==> src/rtl/display_scan_ctrl_if.sv <==
// Display scan controller bus.
//   master : the value source; drives en/data/blank_lz and observes the display lines
//   slave  : the scan controller; drives SEG/AN/dig/frame_done
//   en         scan enable (0 = display dark, scan restarts at digit 0)
//   data       16-bit value, nibble i -> digit i (digit 0 = rightmost)
//   blank_lz   suppress leading zeros
//   SEG        segments {g,f,e,d,c,b,a}, active-low
//   AN         digit anodes, active-low, at most one low
//   dig        index of the digit currently owning the segment bus
//   frame_done one-cycle pulse after the digit-3 drive period ends
interface display_scan_ctrl_if;
  logic        en;
  logic [15:0] data;
  logic        blank_lz;
  logic [6:0]  SEG;
  logic [3:0]  AN;
  logic [1:0]  dig;
  logic        frame_done;

  modport master (
    output en, data, blank_lz,
    input  SEG, AN, dig, frame_done
  );

  modport slave (
    input  en, data, blank_lz,
    output SEG, AN, dig, frame_done
  );
endinterface

==> src/rtl/display_scan_ctrl.sv <==
// Time-multiplexed scan scheduler for a 4-digit common-anode 7-segment display.
// One SEG bus is shared by four digits; each digit is driven for SCAN_DIV cycles,
// separated by BLANK_CYC dark cycles to avoid ghosting. The displayed value is
// snapshotted when digit 0 starts, so a frame never mixes two values.
// Ports:
//   clk  system clock, rising edge
//   rst  asynchronous active-low reset
//   bus  slave side of display_scan_ctrl_if (en/data/blank_lz in,
//        SEG/AN/dig/frame_done out, all outputs registered)
module display_scan_ctrl #(
  parameter int unsigned SCAN_DIV  = 50000,
  parameter int unsigned BLANK_CYC = 16
) (
  input  logic                clk,
  input  logic                rst,
  display_scan_ctrl_if.slave  bus
);

  localparam int unsigned CNT_MAX = (SCAN_DIV > BLANK_CYC) ? SCAN_DIV : BLANK_CYC;
  localparam int unsigned CNT_W   = (CNT_MAX > 1) ? $clog2(CNT_MAX) : 1;
  localparam logic [CNT_W-1:0] SCAN_LAST  = CNT_W'(SCAN_DIV - 1);
  localparam logic [CNT_W-1:0] BLANK_LAST = CNT_W'(BLANK_CYC - 1);
  localparam logic [6:0] SEG_OFF = 7'h7F;
  localparam logic [3:0] AN_OFF  = 4'hF;

  typedef enum logic {
    ST_BLANK = 1'b0,
    ST_DRIVE = 1'b1
  } state_e;

  state_e           state_q, state_d;
  logic [CNT_W-1:0] cnt_q,   cnt_d;
  logic [1:0]       dig_q,   dig_d;
  logic [15:0]      snap_q,  snap_d;
  logic [3:0]       an_q,    an_d;
  logic [6:0]       seg_q,   seg_d;
  logic             fd_q,    fd_d;

  logic [3:0]       nib;
  logic             lz_hide;

  // Hex glyphs, active-low {g,f,e,d,c,b,a}: 0-9, A, b, C, d, E, F.
  function automatic logic [6:0] hex_glyph(input logic [3:0] v);
    logic [6:0] g;
    case (v)
      4'h0:    g = 7'b1000000;
      4'h1:    g = 7'b1111001;
      4'h2:    g = 7'b0100100;
      4'h3:    g = 7'b0110000;
      4'h4:    g = 7'b0011001;
      4'h5:    g = 7'b0010010;
      4'h6:    g = 7'b0000010;
      4'h7:    g = 7'b1111000;
      4'h8:    g = 7'b0000000;
      4'h9:    g = 7'b0010000;
      4'hA:    g = 7'b0001000;
      4'hB:    g = 7'b0000011;
      4'hC:    g = 7'b1000110;
      4'hD:    g = 7'b0100001;
      4'hE:    g = 7'b0000110;
      default: g = 7'b0001110;
    endcase
    return g;
  endfunction

  // Next-state: blank/drive sequencing, digit rotation and frame snapshot.
  always_comb begin
    state_d = state_q;
    cnt_d   = cnt_q;
    dig_d   = dig_q;
    snap_d  = snap_q;
    fd_d    = 1'b0;
    if (!bus.en) begin
      state_d = ST_BLANK;
      cnt_d   = '0;
      dig_d   = 2'd0;
    end else begin
      case (state_q)
        ST_BLANK: begin
          if (cnt_q == BLANK_LAST) begin
            state_d = ST_DRIVE;
            cnt_d   = '0;
            // Snapshot only as digit 0 starts so a whole frame shows one value.
            if (dig_q == 2'd0) begin
              snap_d = bus.data;
            end
          end else begin
            cnt_d = CNT_W'(cnt_q + 1'b1);
          end
        end
        ST_DRIVE: begin
          if (cnt_q == SCAN_LAST) begin
            state_d = ST_BLANK;
            cnt_d   = '0;
            dig_d   = dig_q + 2'd1;
            fd_d    = (dig_q == 2'd3);
          end else begin
            cnt_d = CNT_W'(cnt_q + 1'b1);
          end
        end
        default: begin
          state_d = ST_BLANK;
          cnt_d   = '0;
          dig_d   = 2'd0;
        end
      endcase
    end
  end

  // Leading-zero test: digit i>=1 hides when nibbles i..3 of the snapshot are zero.
  always_comb begin
    nib = snap_d[{dig_d, 2'b00} +: 4];
    case (dig_d)
      2'd1:    lz_hide = (snap_d[15:4]  == 12'h000);
      2'd2:    lz_hide = (snap_d[15:8]  == 8'h00);
      2'd3:    lz_hide = (snap_d[15:12] == 4'h0);
      default: lz_hide = 1'b0;
    endcase
  end

  // Output decode from the next state so the registered outputs track the state register.
  always_comb begin
    an_d  = AN_OFF;
    seg_d = SEG_OFF;
    if (state_d == ST_DRIVE) begin
      an_d  = ~(4'b0001 << dig_d);
      seg_d = (bus.blank_lz && lz_hide) ? SEG_OFF : hex_glyph(nib);
    end
  end

  // State and output registers.
  always_ff @(posedge clk or negedge rst) begin
    if (!rst) begin
      state_q <= ST_BLANK;
      cnt_q   <= '0;
      dig_q   <= 2'd0;
      snap_q  <= 16'h0000;
      an_q    <= AN_OFF;
      seg_q   <= SEG_OFF;
      fd_q    <= 1'b0;
    end else begin
      state_q <= state_d;
      cnt_q   <= cnt_d;
      dig_q   <= dig_d;
      snap_q  <= snap_d;
      an_q    <= an_d;
      seg_q   <= seg_d;
      fd_q    <= fd_d;
    end
  end

  assign bus.SEG        = seg_q;
  assign bus.AN         = an_q;
  assign bus.dig        = dig_q;
  assign bus.frame_done = fd_q;

endmodule

==> src/flat_wrapper.sv <==
// flat-port wrapper written by rule: the top's interface ports become plain ports
module display_scan_ctrl_flat 
#(
  parameter int unsigned SCAN_DIV  = 50000,
  parameter int unsigned BLANK_CYC = 16
)
  (clk, rst, bus_en, bus_data, bus_blank_lz, bus_SEG, bus_AN, bus_dig, bus_frame_done);
  display_scan_ctrl_if bus_i ();
  input  logic clk;
  input  logic rst;
  input wire logic [$bits(bus_i.en)-1:0] bus_en;
  input wire logic [$bits(bus_i.data)-1:0] bus_data;
  input wire logic [$bits(bus_i.blank_lz)-1:0] bus_blank_lz;
  output wire logic [$bits(bus_i.SEG)-1:0] bus_SEG;
  output wire logic [$bits(bus_i.AN)-1:0] bus_AN;
  output wire logic [$bits(bus_i.dig)-1:0] bus_dig;
  output wire logic [$bits(bus_i.frame_done)-1:0] bus_frame_done;
  assign bus_i.en = bus_en;
  assign bus_i.data = bus_data;
  assign bus_i.blank_lz = bus_blank_lz;
  assign bus_SEG = bus_i.SEG;
  assign bus_AN = bus_i.AN;
  assign bus_dig = bus_i.dig;
  assign bus_frame_done = bus_i.frame_done;
  display_scan_ctrl #(.SCAN_DIV(SCAN_DIV), .BLANK_CYC(BLANK_CYC)) u_core (.clk(clk), .rst(rst), .bus(bus_i));
endmodule
==> config.mk <==
export PLATFORM = sky130hd
export DESIGN_NAME = display_scan_ctrl_flat
export DESIGN_NICKNAME = d
export VERILOG_FILES = /design/src/rtl/display_scan_ctrl_if.sv /design/src/rtl/display_scan_ctrl.sv /design/src/flat_wrapper.sv
export SDC_FILE = /design/constraint.sdc
export NUM_CORES = 1
export LEC_CHECK = 0
export ABC_CLOCK_PERIOD_IN_PS = 3200
export BUFFER_PORTS_ARGS = -buffer_cell sky130_fd_sc_hd__buf_2
export CAP_MARGIN = 20
export CORE_MARGIN = 8
export CORE_UTILIZATION = 51
export DETAILED_ROUTE_END_ITERATION = 10
export MAX_ROUTING_LAYER = met4
export PLACE_DENSITY = 0.87
export SLEW_MARGIN = 20
export SYNTH_ARGS = -nofsm -noshare
export SYNTH_HDL_FRONTEND = slang
export SYNTH_SLANG_ARGS = --single-unit
==> constraint.sdc <==
create_clock -name clk -period 3.2 [get_ports clk]
set_input_delay 0.16 -clock clk [delete_from_list [all_inputs] [get_ports clk]]
set_output_delay 0.16 -clock clk [all_outputs]
set_load 0.005 [all_outputs]
==> results.ini <==
[clock_network]
numCtsBuffers=5
cts_tree=done
clkTransAtPathRegs_ns=0.08
htreeDepth=2
cts_sinks=47
clockBufferDepth=2
clock_latency_ns=0.29
cts_root_buffer=clkbuf_8

[placement]
gp_congestion=0.881
post-dp-hpwl_mm=3.62
port_buffers=33

[timing]
hold_viol=0
fin_setup_tns_ns=0
skew_ns=0.00927
rsz0062_at_grt=true
fmax_mhz=322
slew_headroom_pct=57.3
holdWs_ns=0.116
tightest_slew_ns=0.639
drv_slew=0
finalCriticalPeriod_ns=3.11
setup_viol=0
min_period_over_period_pct=97.1

[worst_hold_path]
hp-class=in -> reg
hp-start=bus_data[1]

[synth]
synth_edf_count=0
syn_inst=214
yosys-top-cells-area=dfrtp_1 (37%), dfstp_2 (12%), mux2_2 (9.3%)
ys_seq_area_share_pct=49.2
synth_cell_types=37
yosysTopAreaCellShare_pct=37.3
ys_async_sr_fraction_pct=100
synth_area_um2=2420
syn_nets=242
synth.cells.most_frequent=dfrtp_1 (36), nor2_1 (26), mux2_2 (20), mux2i_1 (18), nand2_1 (15)
ys_ff_latch=47
yosysMostFrequentCell=dfrtp_1
synth.avg_cell_area_um2=11.3
ys.flop_type=dfrtp_1
yosys_warnings=0
yosysTopAreaCell=dfrtp_1

[finish]
drive_above_1_share_pct=38.6
post-route-util_pct=62.8
fin_nets=294
diodes=0
area_growth_pct=21.2

[route]
wirelength_mm=4.99
wl_per_cell_um=15.6
vias=1753
antenna_left=0
drc=0
drtIter0Drc=108
drt_pass1_iterations=4
viasPerCell=5.46

[critical_path]
startpoint_type=register
crit_type=reg -> reg
worstReg2RegStart=u_core.cnt_q[13]
crit_start=u_core.cnt_q[13]
critPathMaxFanout=5
crit_arrival_ns=3.32
cp.required_ns=3.42
crit_path_end_kind=register

[die]
io-pin-count=34
initial_utilization_pct=51.8
dieArea_um2=7200
num_rows=25
core_area_um2=4660
die_h_um=84.8
die_w_um=84.8

[global_route]
overflow=0
grt_pass1_wl_mm=8.09
grt_max_degree=48
grt_util_all_layers_pct=14.3
antenna_found_initial=0
grt_pass1_vias=1737

[outcome]
outcome=completed

[job]
maxCapViolations=0

[power_and_ir_drop]
p_total_uw=977
power_density_nw_per_um2=334
ir_drop_mv=0.235
leakagePower_nw=1.40

==> cells by family (layout without fill, tap and decap cells) <==
family,count (synthesis),after routing,share of synthesized area (%)
mux,39,39,17.7
flops,47,47,49.2
xor+xnor,15,15,5.44
compound gates,14,14,4.66
fa+ha+maj,8,8,4.14
buf+inv,17,70,3.06
simple gates,74,74,15.7
==> path summary, 6_finish.rpt <==
kind                                     end  slack, ns  depth (start not counted)
max                        u_core.bus.SEG[0]       0.09                         11
min                         u_core.snap_q[1]       0.12                          2
max reg2reg                u_core.bus.SEG[0]       0.09                         11
min reg2reg                  u_core.cnt_q[0]       0.46                          1
max in group asynchronous   u_core.bus.AN[1]       2.40                          2
min in group asynchronous    u_core.cnt_q[1]       0.41                          2
==> flip-flops by register name, summed over array words and instances, names as in the netlist <==
register	cells
u_core.bus.SEG	7
u_core.bus.dig	2
u_core.cnt_q	16
u_core.state_q	1
u_core.snap_q	16
u_core.bus.frame_done	1
u_core.bus.AN	4
==> what timing repair did <==
item,in CTS,in global routing
gates resized for setup,0,11
hold buffers,0,1
setup buffers,0,5
setup endpoints to repair,0,7
hold endpoints to repair,0,36
==> per-stage QoR <==
step / setup slack (ns) / instances / instance area, um^2
after floorplan: 0.0120 / 214 / 2430
after global placement: 0.104 / 307 / 2730
after detailed placement: 0.0300 / 307 / 2730
after CTS: 0.00549 / 315 / 2810
after global routing: -0.0628 / 321 / 2930
final: 0.0942 / 321 / 2930
==> area by class of cell <==
cell class | count | area [um^2]
multi-input cells | 150 | 1240
flip-flops and latches | 47 | 1190
clock buffers | 7 | 76.3
repair buffers | 51 | 309
well taps | 54 | 67.6
fillers | 354 | 1730
inverters | 11 | 41.3
clock inverters | 1 | 5.00
==> cell usage in the layout (no fill, tap or decap), drive strengths merged, types with 8 or more instances in the layout <==
master	count
ha	8
xor2	8
dfstp	11
mux2	20
buf	50
inv	11
dfrtp	36
nand3	11
nor2	26
nand2	15
mux2i	19
==> worst max-delay path, stage by stage, from the launching register on <==
cell      delay [ns]
dfrtp_1         0.44
nor4_4          0.31
nand3_4         0.16
nor4_4          0.40
mux2i_2         0.31
buf_4           0.19
mux2_2          0.33
mux2i_1         0.17
inv_1           0.13
ha_2            0.24
nor4_2          0.29
a211oi_2        0.06
==> power by group <==
group          leakage (nW)  switching [mW]  internal, mW
clock                0.0422           0.184         0.153
combinational         0.744          0.0254        0.0152
sequential            0.616         0.00218         0.597
==> per-layer routing <==
metal	global-route usage (%)	vias up	routed length, um
met5	-	-	0
met4	6.31	0	91
met3	2.61	7	168
met2	21.1	34	2290
met1	18.6	853	2440
li1	-	859	-
(Power assumes the default switching activity.)
